[src/rtl/sw_btn_pkg.sv]
// Shared definitions for the switch/button input peripheral:
// register offsets, default input widths and a byte-enable mask helper.
package sw_btn_pkg;

    localparam int unsigned N_SW_DEF  = 16;
    localparam int unsigned N_BTN_DEF = 5;
    localparam int unsigned N_IN      = N_SW_DEF + N_BTN_DEF;

    // Word offsets decoded from addr_i[3:2]
    typedef enum logic [1:0] {
        DATA_OFF = 2'd0,
        PEND_OFF = 2'd1,
        IEN_OFF  = 2'd2,
        RSVD_OFF = 2'd3
    } reg_off_e;

    function automatic logic [31:0] be_mask(input logic [3:0] be);
        logic [31:0] m;
        m = '0;
        for (int unsigned i = 0; i < 4; i++) begin
            m[i*8 +: 8] = {8{be[i]}};
        end
        return m;
    endfunction

endpackage

[src/rtl/sw_debounce.sv]
// Two-flop synchroniser, tick prescaler and two-sample debounce for a
// vector of asynchronous board inputs.
module sw_debounce
    import sw_btn_pkg::*;
#(
    parameter int unsigned WIDTH           = N_IN,
    parameter int unsigned DEBOUNCE_CYCLES = 100000
) (
    input  logic             clk_i,
    input  logic             rst_ni,
    input  logic [WIDTH-1:0] in_i,
    output logic [WIDTH-1:0] db_o
);

    localparam int unsigned         CNT_W   = $clog2(DEBOUNCE_CYCLES);
    localparam logic [CNT_W-1:0]    CNT_MAX = CNT_W'(DEBOUNCE_CYCLES - 1);

    logic [WIDTH-1:0] r_sync1;
    logic [WIDTH-1:0] r_sync2;
    logic [WIDTH-1:0] r_samp;
    logic [WIDTH-1:0] r_db;
    logic [CNT_W-1:0] r_cnt;
    logic             w_tick;
    logic [WIDTH-1:0] w_stable;

    assign w_tick   = (r_cnt == CNT_MAX);
    // A bit is accepted only when two consecutive tick samples agree
    assign w_stable = ~(r_sync2 ^ r_samp);
    assign db_o     = r_db;

    always_ff @(posedge clk_i or negedge rst_ni) begin
        if (!rst_ni) begin
            r_sync1 <= '0;
            r_sync2 <= '0;
            r_samp  <= '0;
            r_db    <= '0;
            r_cnt   <= '0;
        end else begin
            r_sync1 <= in_i;
            r_sync2 <= r_sync1;
            r_cnt   <= w_tick ? '0 : r_cnt + 1'b1;
            if (w_tick) begin
                r_samp <= r_sync2;
                r_db   <= (r_sync2 & w_stable) | (r_db & ~w_stable);
            end
        end
    end

endmodule

[src/rtl/sw_btn_ctrl.sv]
// Memory-mapped switch/button peripheral: debounced input readback,
// rising-edge pending register (W1C) and a maskable level interrupt.
module sw_btn_ctrl
    import sw_btn_pkg::*;
#(
    parameter int unsigned DEBOUNCE_CYCLES = 100000,
    parameter int unsigned N_SW            = N_SW_DEF,
    parameter int unsigned N_BTN           = N_BTN_DEF
) (
    input  logic             clk_i,
    input  logic             rst_ni,
    input  logic [N_SW-1:0]  sw_i,
    input  logic [N_BTN-1:0] btn_i,
    input  logic             req_i,
    input  logic             we_i,
    input  logic [31:0]      addr_i,
    input  logic [3:0]       be_i,
    input  logic [31:0]      wdata_i,
    output logic [31:0]      rdata_o,
    output logic             irq_o
);

    localparam int unsigned W_IN = N_SW + N_BTN;

    logic [W_IN-1:0] w_db;
    logic [W_IN-1:0] r_db_prev;
    logic [W_IN-1:0] w_rise;
    logic [W_IN-1:0] r_pend;
    logic [W_IN-1:0] r_en;
    logic [W_IN-1:0] w_clr;
    logic [W_IN-1:0] w_wmask;
    logic [W_IN-1:0] w_wdata;
    logic [31:0]     w_mask32;
    logic [31:0]     w_rd_val;
    logic [31:0]     r_rdata;
    logic            r_irq;
    logic            w_wr;
    logic            w_rd;
    reg_off_e        w_off;
    logic            w_unused;

    sw_debounce #(
        .WIDTH           (W_IN),
        .DEBOUNCE_CYCLES (DEBOUNCE_CYCLES)
    ) u_debounce (
        .clk_i  (clk_i),
        .rst_ni (rst_ni),
        .in_i   ({btn_i, sw_i}),
        .db_o   (w_db)
    );

    assign w_off    = reg_off_e'(addr_i[3:2]);
    assign w_wr     = req_i & we_i;
    assign w_rd     = req_i & ~we_i;
    assign w_mask32 = be_mask(be_i);
    assign w_wmask  = w_mask32[W_IN-1:0];
    assign w_wdata  = wdata_i[W_IN-1:0];
    assign w_rise   = w_db & ~r_db_prev;
    assign w_unused = ^{addr_i[31:4], addr_i[1:0], wdata_i[31:W_IN], w_mask32[31:W_IN]};

    always_comb begin
        w_clr = '0;
        if (w_wr && (w_off == PEND_OFF)) begin
            w_clr = w_wdata & w_wmask;
        end
    end

    always_comb begin
        w_rd_val = '0;
        unique case (w_off)
            DATA_OFF: w_rd_val = 32'(w_db);
            PEND_OFF: w_rd_val = 32'(r_pend);
            IEN_OFF:  w_rd_val = 32'(r_en);
            RSVD_OFF: w_rd_val = '0;
            default:  w_rd_val = '0;
        endcase
    end

    always_ff @(posedge clk_i or negedge rst_ni) begin
        if (!rst_ni) begin
            r_db_prev <= '0;
            r_pend    <= '0;
            r_en      <= '0;
            r_irq     <= 1'b0;
            r_rdata   <= '0;
        end else begin
            r_db_prev <= w_db;
            // Set is applied after clear so a same-cycle edge wins
            r_pend    <= (r_pend & ~w_clr) | w_rise;
            if (w_wr && (w_off == IEN_OFF)) begin
                r_en <= (r_en & ~w_wmask) | (w_wdata & w_wmask);
            end
            r_irq     <= |(r_pend & r_en);
            if (w_rd) begin
                r_rdata <= w_rd_val;
            end
        end
    end

    assign rdata_o = r_rdata;
    assign irq_o   = r_irq;

endmodule

[config.mk]
export PLATFORM = sky130hd
export DESIGN_NAME = sw_btn_ctrl
export DESIGN_NICKNAME = d
export VERILOG_FILES = /design/src/rtl/sw_btn_pkg.sv /design/src/rtl/sw_debounce.sv /design/src/rtl/sw_btn_ctrl.sv
export SDC_FILE = /design/constraint.sdc
export NUM_CORES = 1
export LEC_CHECK = 0
export BUFFER_PORTS_ARGS = -buffer_cell sky130_fd_sc_hd__buf_2
export CAP_MARGIN = 20
export CORE_ASPECT_RATIO = 0.9
export CORE_MARGIN = 2
export CORE_UTILIZATION = 55
export CTS_BUF_LIST = sky130_fd_sc_hd__clkbuf_8
export DETAILED_ROUTE_END_ITERATION = 12
export HOLD_SLACK_MARGIN = 0.05
export PLACE_DENSITY = 0.79
export SYNTH_ARGS = -nofsm -noshare
export SYNTH_HDL_FRONTEND = slang
export SYNTH_SLANG_ARGS = --single-unit
export TNS_END_PERCENT = 30
[constraint.sdc]
create_clock -name clk_i -period 5.7 [get_ports clk_i]
set_input_delay 0.57 -clock clk_i [delete_from_list [all_inputs] [get_ports clk_i]]
set_output_delay 0.57 -clock clk_i [all_outputs]
set_load 0.05 [all_outputs]
==> flow_summary_export.csv <==
group,metric,value,unit
worst_setup_path,rr_worst_depth,6,
drt,post-route-drc-count,0,
final_layout,nNetsFinal,784,
logic_synthesis,ys_ff_latch,186,
die,rows,39,
sta,rsz0062_at_grt,"no",
logic_synthesis,synth.distinct_cells,35,
final_layout,final_core_util,63.2,%
global_route,grt_usage,21.6,%
logic_synthesis,syn_avg_cell_area,11.6,µm²
die,die_h,112,µm
sta,setup_slack,3210,ps
power_and_ir_drop,power.leakage,3.66,nW
cts,cts.htree.levels,4,
die,core,12700,µm²
logic_synthesis,yosys_warnings,0,
worst_setup_path,rrSetupSlack,3210,ps
worst_setup_path,critPathKind,"flip-flop to flip-flop",
place,pre_cts_ws,3220,ps
worst_setup_path,crit_fanout,63,
drt,finalWirelength,13800,µm
die,die_w,124,µm
place,port_buffers,72,
final_layout,fill_cells,978,
place,dpl.hpwl,9310,µm
logic_synthesis,yosys.area.top_type,"dfrtp_1",
power_and_ir_drop,powerDensity,318,nW/µm²
logic_synthesis,synth_top_area_share,65.2,%
final_layout,diodes,0,
cts,cts_setup_buffers,0,
worst_setup_path,cp.arrival,2860,ps
sta,slew_headroom,31.7,%
global_route,grt_pass1_vias,4817,
outcome,status,"completed",
power_and_ir_drop,p_total,2.55,mW
sta,hold_viol,0,
flow_run,drv_cap,0,
logic_synthesis,ys_seq_area_share,65.2,%
cts,clock_latency,450,ps
cts,cts_tree,"yes",
logic_synthesis,synth_area,7140,µm²
drt,post_drt_wl_per_cell,16.0,µm
logic_synthesis,yosys-top-cells-area,"dfrtp_1, a21oi_1, nand2_1",
worst_setup_path,start_kind,"flip-flop",
cts,cts_resized,0,
sta,fin_hold_ws,155,ps
global_route,antenna_found_initial,0,
sta,tightestPinTransition,1020,ps
drt,avgViaCountPerCell,5.45,
worst_setup_path,r2r_start,"u_debounce.r_cnt[0]",
final_layout,final_common_cell,"dfrtp_1",
cts,cts_buffers,17,
global_route,grt-ovfl-total,0,
cts,clk_pin_slew,90,ps
drt,final_antenna_net_count,0,
final_layout,multi_input_area,2180,µm²
sta,setup_tns,0,ps
die,io_pins,126,
cts,cts_sinks,186,
sta,drv_slew,0,
global_route,grt_first_pass_wirelength,23000,µm
final_layout,drive_gt1_share,19.8,%
final_layout,seqCellArea,4650,µm²
die,initial_core_util,56.2,%
final_layout,final_cell_mix,"dfrtp_1, buf_2, nand2_1",
sta,setup_viol,0,
sta,fmax,0.401,GHz
final_layout,area_growth,12.4,%
sta,clock_skew,11.1,ps
logic_synthesis,synth_edf_count,0,
global_route,grt_max_degree,92,
cts,postCtsHoldBufs,0,
sta,finalCriticalPeriod,2490,ps
cts,cts_max_path_buffers,2,
logic_synthesis,syn_inst,616,
drt,num_vias,4722,
cts,cts_root_buffer,"clkbuf_8",
place,place.gp.congestion,0.816,
drt,drt_first_pass_iters,5,
sta,min_period_over_period,43.7,%
worst_setup_path,cp.required,6060,ps
logic_synthesis,synthFlopType,"dfrtp_1",
die,die-area,13900,µm²
worst_hold_path,hp-class,"input port to async pin",
logic_synthesis,postSynth.asyncResetShare,100,%
worst_setup_path,end_kind,"flip-flop",
drt,first_iter_violations,548,
power_and_ir_drop,peakVddDrop,0.174,mV
## kinds of logic after synthesis
family	count (synthesis)	share of synthesized area, %
buffers and inverters	75	4.82
adders and majority gates	1	0.175
xor gates and xnor gates	14	1.72
muxes	42	6.26
other	1	0.0526
and+or+nand+nor	138	8.73
AOI/OAI and AO/OA	159	13.0
DFF	186	65.2
## how the worst max path moves through the flow
| stage | to | startpoint | slack, ps |
|---|---|---|---|
| floorplan | flip-flop | u_debounce.r_cnt[5] | 3710 |
| global placement | flip-flop | addr_i[2] | 3290 |
| detailed placement | flip-flop | u_debounce.r_cnt[0] | 3220 |
| CTS | flip-flop | u_debounce.r_cnt[0] | 3210 |
| global route | flip-flop | u_debounce.r_cnt[0] | 2910 |
| finish | flip-flop | u_debounce.r_cnt[0] | 3210 |
## routing by layer
| metal | wire length (µm) | track usage [%] | part of all wire, % |
|---|---|---|---|
| met5 | 0 | 0 | 0 |
| met4 | 246 | 7.72 | 1.8 |
| met3 | 746 | 5.49 | 5.4 |
| met2 | 6500 | 33.1 | 47 |
| met1 | 6350 | 30.3 | 46 |
## report_power, final
group,internal [mW],switching [mW]
logic,0.0632,0.142
clock network,0.461,0.456
registers,1.38,0.0459
## metrics by stage
stage	cells	cell area (µm²)
CTS	866	8020
floorplan	626	7170
global placement	835	7600
detailed placement	835	7600
global route	866	8020
finish	866	8020
## critical path, stage by stage, from the launching register on
cell	delay [ps]
dfrtp_1	400
ha_1	220
nand4_1	360
nor4_4	570
buf_4	550
a21oi_1	140
a21oi_1	160
## final cells by class
type	instances	area share, %
sequential	186	58.0
multi-input combinational	365	27.1
clock buffer	19	3.26
timing repair buffer	76	4.94
tap	164	2.56
inverter	44	2.06
clock inverter	12	2.04
## synth_stat cells (2+ instances only)
library cell  count
nor2_1           37
inv_1            44
o21ai_2           7
nand4_1           7
buf_4            11
a22oi_1           9
buf_1             2
mux2i_1          21
nor4_1            4
xor2_1            5
buf_6             2
nor3_1            3
nand3_1          10
o21ai_1          12
a22o_1           21
nand2_1          66
mux2_2           21
o21ai_0          45
nand2b_1          3
buf_2             5
a21oi_1          64
clkbuf_1         11
xnor2_1           9
dfrtp_1         186
Note: power is estimated with default switching activity, not from simulation.
